$ cat src/rtl/jbi_rdma_rtn_asm_pkg.sv
// Shared JBI return-path definitions: line geometry, assembler FSM encoding,
// queue entry layout and the beat-slot addressing helper.
package jbi_rdma_rtn_asm_pkg;

  localparam int RTN_BEATS   = 16;
  localparam int RTN_BEAT_W  = 32;
  localparam int RTN_LINE_W  = 512;
  localparam int CTAG_W      = 15;
  localparam int BEAT_IDX_W  = $clog2(RTN_BEATS);
  localparam int LINE_IDX_W  = $clog2(RTN_LINE_W);

  typedef enum logic [1:0] {
    ST_IDLE = 2'd0,
    ST_DATA = 2'd1,
    ST_TAIL = 2'd2
  } rtn_state_e;

  typedef struct packed {
    logic                  ue;
    logic [CTAG_W-1:0]     ctag;
    logic [RTN_LINE_W-1:0] data;
  } rtn_entry_t;

  localparam int RTN_ENTRY_W = $bits(rtn_entry_t);

  // Beat 0 lands in the top word, so slot base is (BEATS-1-idx)*32.
  function automatic logic [LINE_IDX_W-1:0] beat_lsb(input logic [BEAT_IDX_W-1:0] idx);
    return {~idx, 5'd0};
  endfunction

endpackage

$ cat src/rtl/jbi_rtn_fifo.sv
// Parameterized synchronous FIFO with registered storage, occupancy count and
// full/empty flags; a pop on a full queue frees the slot for a same-cycle push.
module jbi_rtn_fifo #(
  parameter int WIDTH = 8,
  parameter int DEPTH = 2
) (
  input  logic                     clk,
  input  logic                     rst,
  input  logic                     push,
  input  logic                     pop,
  input  logic [WIDTH-1:0]         din,
  output logic [WIDTH-1:0]         dout,
  output logic                     full,
  output logic                     empty,
  output logic [$clog2(DEPTH):0]   cnt
);

  localparam int PTR_W = $clog2(DEPTH);
  localparam logic [PTR_W:0]   FULL_CNT = (PTR_W+1)'(DEPTH);
  localparam logic [PTR_W:0]   CNT_ONE  = (PTR_W+1)'(1);
  localparam logic [PTR_W-1:0] PTR_ONE  = PTR_W'(1);

  logic [WIDTH-1:0] mem_r [DEPTH];
  logic [PTR_W-1:0] wr_ptr_r;
  logic [PTR_W-1:0] rd_ptr_r;
  logic [PTR_W:0]   cnt_r;
  logic             full_r;
  logic             empty_r;
  logic             do_push_s;
  logic             do_pop_s;
  logic [PTR_W:0]   cnt_nxt_s;

  // Qualify push/pop against occupancy and compute next count.
  always_comb begin
    do_pop_s  = pop & ~empty_r;
    do_push_s = push & (~full_r | do_pop_s);
    cnt_nxt_s = cnt_r;
    case ({do_push_s, do_pop_s})
      2'b10:   cnt_nxt_s = cnt_r + CNT_ONE;
      2'b01:   cnt_nxt_s = cnt_r - CNT_ONE;
      default: cnt_nxt_s = cnt_r;
    endcase
  end

  // Storage, pointers and registered status flags.
  always_ff @(posedge clk or posedge rst) begin
    if (rst) begin
      for (int i = 0; i < DEPTH; i++) begin
        mem_r[i] <= '0;
      end
      wr_ptr_r <= '0;
      rd_ptr_r <= '0;
      cnt_r    <= '0;
      full_r   <= 1'b0;
      empty_r  <= 1'b1;
    end else begin
      if (do_push_s) begin
        mem_r[wr_ptr_r] <= din;
        wr_ptr_r        <= wr_ptr_r + PTR_ONE;
      end
      if (do_pop_s) begin
        rd_ptr_r <= rd_ptr_r + PTR_ONE;
      end
      cnt_r   <= cnt_nxt_s;
      full_r  <= (cnt_nxt_s == FULL_CNT);
      empty_r <= (cnt_nxt_s == '0);
    end
  end

  assign dout  = mem_r[rd_ptr_r];
  assign full  = full_r;
  assign empty = empty_r;
  assign cnt   = cnt_r;

endmodule

$ cat src/rtl/jbi_rdma_rtn_asm.sv
// Assembles scbuf RDMA read returns (ctag header + 16 data beats + lagging UE)
// into 64B line entries and queues them for the JBI return path.
module jbi_rdma_rtn_asm
  import jbi_rdma_rtn_asm_pkg::*;
#(
  parameter int DEPTH = 2,
  parameter int BEATS = RTN_BEATS
) (
  input  logic                     rclk,
  input  logic                     arst,
  input  logic                     scbuf_jbi_ctag_vld,
  input  logic [31:0]              scbuf_jbi_data,
  input  logic                     scbuf_jbi_ue_err,
  input  logic                     jbi_rtn_pop,
  output logic                     rtn_vld,
  output logic [14:0]              rtn_ctag,
  output logic [511:0]             rtn_data,
  output logic                     rtn_ue,
  output logic [$clog2(DEPTH):0]   rtn_cnt,
  output logic                     rtn_ovf_err,
  output logic                     rtn_proto_err
);

  localparam logic [BEAT_IDX_W-1:0] LAST_BEAT = BEAT_IDX_W'(BEATS-1);
  localparam logic [BEAT_IDX_W-1:0] BEAT_ONE  = BEAT_IDX_W'(1);

  rtn_state_e              state_r, state_nxt_s;
  logic [BEAT_IDX_W-1:0]   beat_cnt_r, beat_cnt_nxt_s;
  logic [CTAG_W-1:0]       ctag_r, ctag_nxt_s;
  logic                    ue_acc_r, ue_acc_nxt_s;
  logic [RTN_LINE_W-1:0]   line_r;
  logic                    beat_we_s;
  logic                    push_s;
  logic                    proto_s;
  logic                    ovf_s;
  logic                    ovf_err_r;
  logic                    proto_err_r;
  logic                    fifo_full_s;
  logic                    fifo_empty_s;
  rtn_entry_t              entry_s;
  rtn_entry_t              head_s;

  // Next-state, beat-write and push decisions for the line assembler.
  always_comb begin
    state_nxt_s    = state_r;
    beat_cnt_nxt_s = beat_cnt_r;
    ctag_nxt_s     = ctag_r;
    ue_acc_nxt_s   = ue_acc_r;
    beat_we_s      = 1'b0;
    push_s         = 1'b0;
    proto_s        = 1'b0;
    case (state_r)
      ST_IDLE: begin
        if (scbuf_jbi_ctag_vld) begin
          ctag_nxt_s     = scbuf_jbi_data[CTAG_W-1:0];
          ue_acc_nxt_s   = 1'b0;
          beat_cnt_nxt_s = '0;
          state_nxt_s    = ST_DATA;
        end else begin
          state_nxt_s    = ST_IDLE;
        end
      end
      ST_DATA: begin
        if (scbuf_jbi_ctag_vld) begin
          // Header mid-line: drop the partial line and restart on the new ctag.
          proto_s        = 1'b1;
          ctag_nxt_s     = scbuf_jbi_data[CTAG_W-1:0];
          ue_acc_nxt_s   = 1'b0;
          beat_cnt_nxt_s = '0;
          state_nxt_s    = ST_DATA;
        end else begin
          beat_we_s = 1'b1;
          if (beat_cnt_r != '0) begin
            ue_acc_nxt_s = ue_acc_r | scbuf_jbi_ue_err;
          end else begin
            ue_acc_nxt_s = ue_acc_r;
          end
          if (beat_cnt_r == LAST_BEAT) begin
            beat_cnt_nxt_s = '0;
            state_nxt_s    = ST_TAIL;
          end else begin
            beat_cnt_nxt_s = beat_cnt_r + BEAT_ONE;
            state_nxt_s    = ST_DATA;
          end
        end
      end
      ST_TAIL: begin
        push_s = 1'b1;
        if (scbuf_jbi_ctag_vld) begin
          ctag_nxt_s     = scbuf_jbi_data[CTAG_W-1:0];
          ue_acc_nxt_s   = 1'b0;
          beat_cnt_nxt_s = '0;
          state_nxt_s    = ST_DATA;
        end else begin
          ue_acc_nxt_s   = ue_acc_r | scbuf_jbi_ue_err;
          state_nxt_s    = ST_IDLE;
        end
      end
      default: begin
        beat_cnt_nxt_s = '0;
        state_nxt_s    = ST_IDLE;
      end
    endcase
  end

  assign ovf_s   = push_s & fifo_full_s & ~jbi_rtn_pop;
  assign entry_s = '{ue: ue_acc_r | scbuf_jbi_ue_err, ctag: ctag_r, data: line_r};

  // Assembler state, line buffer and one-cycle error pulses.
  always_ff @(posedge rclk or posedge arst) begin
    if (arst) begin
      state_r     <= ST_IDLE;
      beat_cnt_r  <= '0;
      ctag_r      <= '0;
      ue_acc_r    <= 1'b0;
      line_r      <= '0;
      ovf_err_r   <= 1'b0;
      proto_err_r <= 1'b0;
    end else begin
      state_r     <= state_nxt_s;
      beat_cnt_r  <= beat_cnt_nxt_s;
      ctag_r      <= ctag_nxt_s;
      ue_acc_r    <= ue_acc_nxt_s;
      ovf_err_r   <= ovf_s;
      proto_err_r <= proto_s;
      if (beat_we_s) begin
        line_r[beat_lsb(beat_cnt_r) +: RTN_BEAT_W] <= scbuf_jbi_data;
      end
    end
  end

  jbi_rtn_fifo #(
    .WIDTH (RTN_ENTRY_W),
    .DEPTH (DEPTH)
  ) u_fifo (
    .clk   (rclk),
    .rst   (arst),
    .push  (push_s),
    .pop   (jbi_rtn_pop),
    .din   (entry_s),
    .dout  (head_s),
    .full  (fifo_full_s),
    .empty (fifo_empty_s),
    .cnt   (rtn_cnt)
  );

  assign rtn_vld       = ~fifo_empty_s;
  assign rtn_ctag      = head_s.ctag;
  assign rtn_data      = head_s.data;
  assign rtn_ue        = head_s.ue;
  assign rtn_ovf_err   = ovf_err_r;
  assign rtn_proto_err = proto_err_r;

endmodule

$ cat config.mk
export PLATFORM = sky130hd
export DESIGN_NAME = jbi_rdma_rtn_asm
export DESIGN_NICKNAME = d
export VERILOG_FILES = /design/src/rtl/jbi_rdma_rtn_asm_pkg.sv /design/src/rtl/jbi_rtn_fifo.sv /design/src/rtl/jbi_rdma_rtn_asm.sv
export SDC_FILE = /design/constraint.sdc
export NUM_CORES = 2
export LEC_CHECK = 0
export CAP_MARGIN = 10
export CORE_MARGIN = 4
export CORE_UTILIZATION = 50
export CTS_BUF_LIST = sky130_fd_sc_hd__clkbuf_8
export DETAILED_ROUTE_END_ITERATION = 16
export GPL_ROUTABILITY_DRIVEN = 0
export PLACE_DENSITY = 0.71
export SETUP_SLACK_MARGIN = 0.1
export SLEW_MARGIN = 10
export SYNTH_ARGS = -nofsm -noshare
export SYNTH_HDL_FRONTEND = slang
export SYNTH_SLANG_ARGS = --single-unit
$ cat constraint.sdc
create_clock -name rclk -period 171.1 [get_ports rclk]
set_clock_uncertainty 0.15 [all_clocks]
set_input_delay 34.22 -clock rclk [delete_from_list [all_inputs] [get_ports rclk]]
set_output_delay 34.22 -clock rclk [all_outputs]
set_load 0.01 [all_outputs]
Yosys cells after proc, flatten, opt, wreduce, memory -nomap -nowiden --
Index checks and enable logic that the tools add are counted. Widths: inputs -> output; s select.
Operators by class: add/subtract/negate cells 6, $lt $le $gt $ge 3, equal/unequal tests 9, shift-type cells 2, multiplexer cells 26, bitwise operators 12, reduce and logical (&&, ||, !) cells 9
Operators by type and width (number):
- $mux 528 | 4
- $bwmux 1056 | 1
- $demux 528 s1 | 1
- $bwmux 512 | 1
- $shift 32x11->512 const A | 1
- $shiftx 32x11->512 | 1
- $mux 4 | 3
- $neg 9->11 | 1
- $mux 1 | 10
- $pmux 2 s2 | 2
- $pmux 4 s2 | 1
- $eq 2x2->1 const B | 3
- $add 4x1->4 const B | 1
- $and 1x1->1 | 4
- $eq 2x1->1 const B | 2
- $eq 4x4->1 const B | 1
- $ge 2x2->1 const B | 2
- $logic_not 2->1 | 2
- $mux 2 | 2
- $not 1->2 | 2
- $not 4->4 | 1
- $reduce_bool 4->1 | 1
- $ne 3x3->1 const B | 1
- $not 1->1 | 3
- 14 further kinds | 16
Storage, ports and cells: register bits after elaboration 1598, input port bits 37, output and inout port bits 533, logic and storage cells 81

Longest topological paths before layout --
word-level depth 7, gate-level depth with buffers 10, mapped depth without buffers 8

Cells and area by module --
A second synthesis with hierarchy kept.
Second synthesis, totals: cell total of the unflattened synthesis 4158, area total of the unflattened synthesis 69190.1 µm²
By module, submodules not included:
- jbi_rtn_fifo | instances 1, cells each 2846, area an instance 48322.6 µm², sequential area each 26576.7 µm²
- jbi_rdma_rtn_asm | instances 1, cells each 1312, area an instance 20867.5 µm², sequential area each 13412.9 µm²

Worst setup path before layout --
Ideal clock, no wire load.
path type flip-flop to output port, from register u_fifo.rd_ptr_r, to output port rtn_ctag[0], arrival time 1.606 ns, data required time 136.730 ns, path slack 135.124 ns, cell stages (with the launch flop) 5, buffers on the path 3, path through dfrtp_1 > clkbuf_1 > clkbuf_1 > clkbuf_1 > mux2_2
On the way: word-level cells in the longest chain between the ends 4
Ends and longest elaborated chain:
- start, declared | RTL line jbi_rtn_fifo.sv:25 | logic [PTR_W-1:0] rd_ptr_r;
- start signal, assigned | RTL line jbi_rtn_fifo.sv:62 | rd_ptr_r <= rd_ptr_r + PTR_ONE;
- $not 1->2 (implied by the code) | RTL line jbi_rtn_fifo.sv:70 | assign dout = mem_r[rd_ptr_r];
- $mux 528 (implied by the code) (3 in a row) | RTL line jbi_rtn_fifo.sv:70
- end, declared | RTL line jbi_rdma_rtn_asm.sv:16 | output logic [14:0] rtn_ctag,
Every way passes these cells. The select of a mux whose other input is x is not followed.

Final worst setup path --
from register u_fifo.rd_ptr_r, to output port rtn_data[349]
On the way: word-level cells in the longest chain between the ends 4
Ends and longest elaborated chain:
- $not 1->2 (implied by the code) | RTL line jbi_rtn_fifo.sv:70
- $mux 528 (implied by the code) (3 in a row) | RTL line jbi_rtn_fifo.sv:70
- end, declared | RTL line jbi_rdma_rtn_asm.sv:17 | output logic [511:0] rtn_data,
Every way passes these cells. The select of a mux whose other input is x is not followed.

==> impl_metrics.env <==
export IMPL_status="finished, final reports clean"
export IMPL_required_ns=136.73
export IMPL_ys_ff_latch=1598
export IMPL_regArea_sq_um=39990
export IMPL_rr_startpoint="state_r[0]"
export IMPL_core_sq_um=132000
export IMPL_end_kind="output port"
export IMPL_nNetsFinal=5003
export IMPL_ant_nets=0
export IMPL_grt_start_max_net_pins=169
export IMPL_async_flop_share_pct=100.0
export IMPL_syn_num_nets=4389
export IMPL_synth_edf_count=0
export IMPL_setup_viol=0
export IMPL_viasPerCell=5.618
export IMPL_cpMaxStageDelayCell="dfrtp_4"
export IMPL_ctsRootBufferMaster="clkbuf_8"
export IMPL_irDropWorstVdd_mv=0.009399
export IMPL_io_pins=570
export IMPL_p_leak_uw=0.03993
export IMPL_slew_headroom_pct=25.12
export IMPL_grt_pass1_vias=41161
export IMPL_yosysSeqAreaShare_pct=59.96
export IMPL_p_seq_share_pct=48.7
export IMPL_fillerInstances=10226
export IMPL_grt_pass1_wl_um=274800
export IMPL_p_per_area_nw_per_um2=10.72
export IMPL_maxCapViolations=0
export IMPL_power_frac_clock_pct=39.7
export IMPL_startpoint_type="register"
export IMPL_grt_overflow=0
export IMPL_min_from="line_r[178]"
export IMPL_syn_area_per_cell_sq_um=15.36
export IMPL_syn_area_sq_um=66690
export IMPL_rsz0062_at_grt="false"
export IMPL_dpl_cell_area_sq_um=73750
export IMPL_fp_dieArea_sq_um=139300
export IMPL_wl_met2_um=86360
export IMPL_worstPathCellList="buf_4 > buf_4 > buf_4 > mux2_2 > clkdlybuf4s50_1"
export IMPL_firstDrtPassIters=7
export IMPL_rows=133
export IMPL_cts_buffer_depth=4
export IMPL_r2r_slack_ns=166.07
export IMPL_p_sw_uw=225.0
export IMPL_vias=38688
export IMPL_met3_length_um=13770
export IMPL_final_hold_violation_count=0
export IMPL_clk_latency_ns=0.98
export IMPL_finalMaxSlewViolations=0
export IMPL_finalCritPeriodShare_pct=23.39
export IMPL_yosys_cell_types_count=42
export IMPL_period_minus_slack_ns=40.01
export IMPL_fp_dieH_um=373.2
export IMPL_min_path_type="reg2reg"
export IMPL_dr_first_iter_drc_count=2333
export IMPL_htree_levels=5
export IMPL_drive_above_1_share_pct=48.43
export IMPL_yosysWarnings=0
export IMPL_wl_um=184600
export IMPL_cts_resized=0
export IMPL_syn_to_final_growth_pct=18.55
export IMPL_drc=0
export IMPL_pre_cts_slack_ns=131.98
export IMPL_tritoncts_num_sinks=1598
export IMPL_cts_setup_buffers=0
export IMPL_p_sw_share_pct=26.54
export IMPL_antenna_found_initial=31
export IMPL_fin_ws_ns=131.09
export IMPL_place_hpwl_um=114600
export IMPL_cp_slowest_stage_delay_ns=0.99
export IMPL_final_cell_area_sq_um=79060
export IMPL_tns_ns=0
export IMPL_cp_startpoint="u_fifo.rd_ptr_r"
export IMPL_crit_fanout=66
export IMPL_clkTransAtPathRegs_ns=0.06
export IMPL_io_buffers=569
export IMPL_clock_fmax_mhz=24.99
export IMPL_routed_top_layer="met5"
export IMPL_cpMostUsedCell="buf_4"
export IMPL_numCtsBuffers=280
export IMPL_hold_buffers=0
export IMPL_wl_per_cell_um=26.80
export IMPL_multi_input_area_sq_um=25370
export IMPL_internal_power_uw=622.7
export IMPL_worstSetupPathType="reg2out"
export IMPL_syn_inst=4343
export IMPL_power_frac_comb_pct=11.6
export IMPL_wl_met1_um=78170
export IMPL_initial_core_util_pct=50.54
export IMPL_cts_tree="built"
export IMPL_synth_top_flop_cell="dfrtp_1"
export IMPL_cp_arrival_ns=5.65
export IMPL_gr_usage_all_layers_pct=26.34
export IMPL_fp_dieW_um=373.2
export IMPL_tightest_slew_ns=1.123
==> per-stage QoR <==
stage	hold slack (ns)	std cells	power [uW]	utilization [%]
6_report	0.3402	6887	847.8	59.91
3_5_place_dp	0.3371	6430	519.3	55.88
4_1_cts	0.3366	6880	856.8	59.90
5_1_grt	0.3542	6886	882.6	59.91
2_1_floorplan	0.2944	4343	486.9	-
3_3_place_gp	0.3104	6430	517.0	55.88
==> power by group through the flow <==
stage	clock network [uW]	registers, uW	logic (uW)
after floorplan	0	413	73.6
after global placement	0	419	98.0
after detailed placement	0	420	99.4
after CTS	344	413	99.7
after global routing	362	416	105
final	336	413	98.2
==> synthesized netlist by cell type, drive strengths merged (3+ instances only) <==
library cell	number	area share (%)
nor2	109	0.61
nand4	7	0.066
xnor2	4	0.053
a21o	16	0.18
and3	32	0.30
buf	166	1.3
or2	3	0.028
clkbuf	139	0.78
ha	9	0.17
nor2b	6	0.056
nor4	17	0.16
mux2	2061	35
a21oi	7	0.053
o31ai	32	0.36
nand2	55	0.31
nand3b	3	0.039
inv	10	0.056
nor3	8	0.12
dfrtp	1597	60
o21ai	41	0.31
==> cells in the final DEF (no fill, tap or decap), types with 2 or more instances in the layout <==
| cell type | netlist | layout |
|---|---|---|
| nor2_4 | 0 | 4 |
| clkdlybuf4s50_1 | 0 | 541 |
| nor2b_1 | 6 | 4 |
| nor3_1 | 2 | 2 |
| a21o_1 | 16 | 16 |
| nand3b_1 | 2 | 2 |
| xnor2_1 | 4 | 4 |
| and2_1 | 2 | 2 |
| o211ai_1 | 2 | 2 |
| o31ai_1 | 32 | 32 |
| buf_12 | 0 | 6 |
| clkinvlp_4 | 0 | 5 |
| ha_1 | 9 | 9 |
| nor4_1 | 17 | 17 |
| mux2_2 | 1985 | 1985 |
| a21oi_1 | 7 | 7 |
| o21ai_0 | 41 | 41 |
| or3_1 | 2 | 2 |
| diode_2 | 0 | 7 |
| or2_1 | 3 | 2 |
| bufinv_16 | 0 | 2 |
| inv_1 | 10 | 83 |
| a32oi_1 | 2 | 2 |
| clkbuf_8 | 0 | 351 |
| nand3_2 | 2 | 2 |
| dfrtp_1 | 1597 | 1596 |
| mux2_1 | 76 | 76 |
| clkinv_2 | 0 | 18 |
| buf_2 | 158 | 28 |
| nand4_1 | 7 | 7 |
| buf_4 | 5 | 62 |
| nand2_1 | 55 | 55 |
| nor3_4 | 2 | 6 |
| and3_1 | 32 | 32 |
| nor2_1 | 109 | 105 |
==> kinds of logic after synthesis <==
kind of cell / count (synthesis) / synth area share, %
fa+ha+maj: 9 / 0.1689
simple gates: 252 / 1.865
mux: 2061 / 34.80
flops: 1598 / 59.96
buf+inv: 315 / 2.120
xor+xnor: 6 / 0.1069
compound gates: 102 / 0.9775
==> area by class of cell <==
class	count	area share [%]
well taps	1755	2.777
clock inverters	99	0.5887
clock buffers	351	6.110
multi-input cells	2430	32.09
diodes	7	0.02216
inverters	10	0.05697
flip-flops and latches	1598	50.59
repair buffers	637	7.767
==> metal layers <==
layer / vias to the layer above / track usage [%]
met5: - / 0
met4: 6 / 9.559
met3: 322 / 7.526
met2: 1148 / 41.27
met1: 20530 / 35.27
li1: 16682 / -
==> path summary, 6_finish.rpt <==
path,endpoint,cells past startpoint
max,rtn_data[349],5
min,u_fifo.mem_r[706],1
max reg2reg,u_fifo.mem_r[599],9
min reg2reg,u_fifo.mem_r[706],1
max in group asynchronous,u_fifo.mem_r[884],6
min in group asynchronous,u_fifo.mem_r[289],2
==> worst max-delay path: cells and delay by family (launching register included) <==
kind | cells | cell delay, ns
mux | 1 | 0.42
flops | 1 | 0.99
buf+inv | 4 | 3.04
==> state kept, by name, summed over array words and instances (netlist names), 2 cells and up <==
register      count
u_fifo.mem_r   1056
line_r          512
ctag_r           15
beat_cnt_r        4
state_r           2
u_fifo.cnt        2
Power figures use the tool's default switching activity.
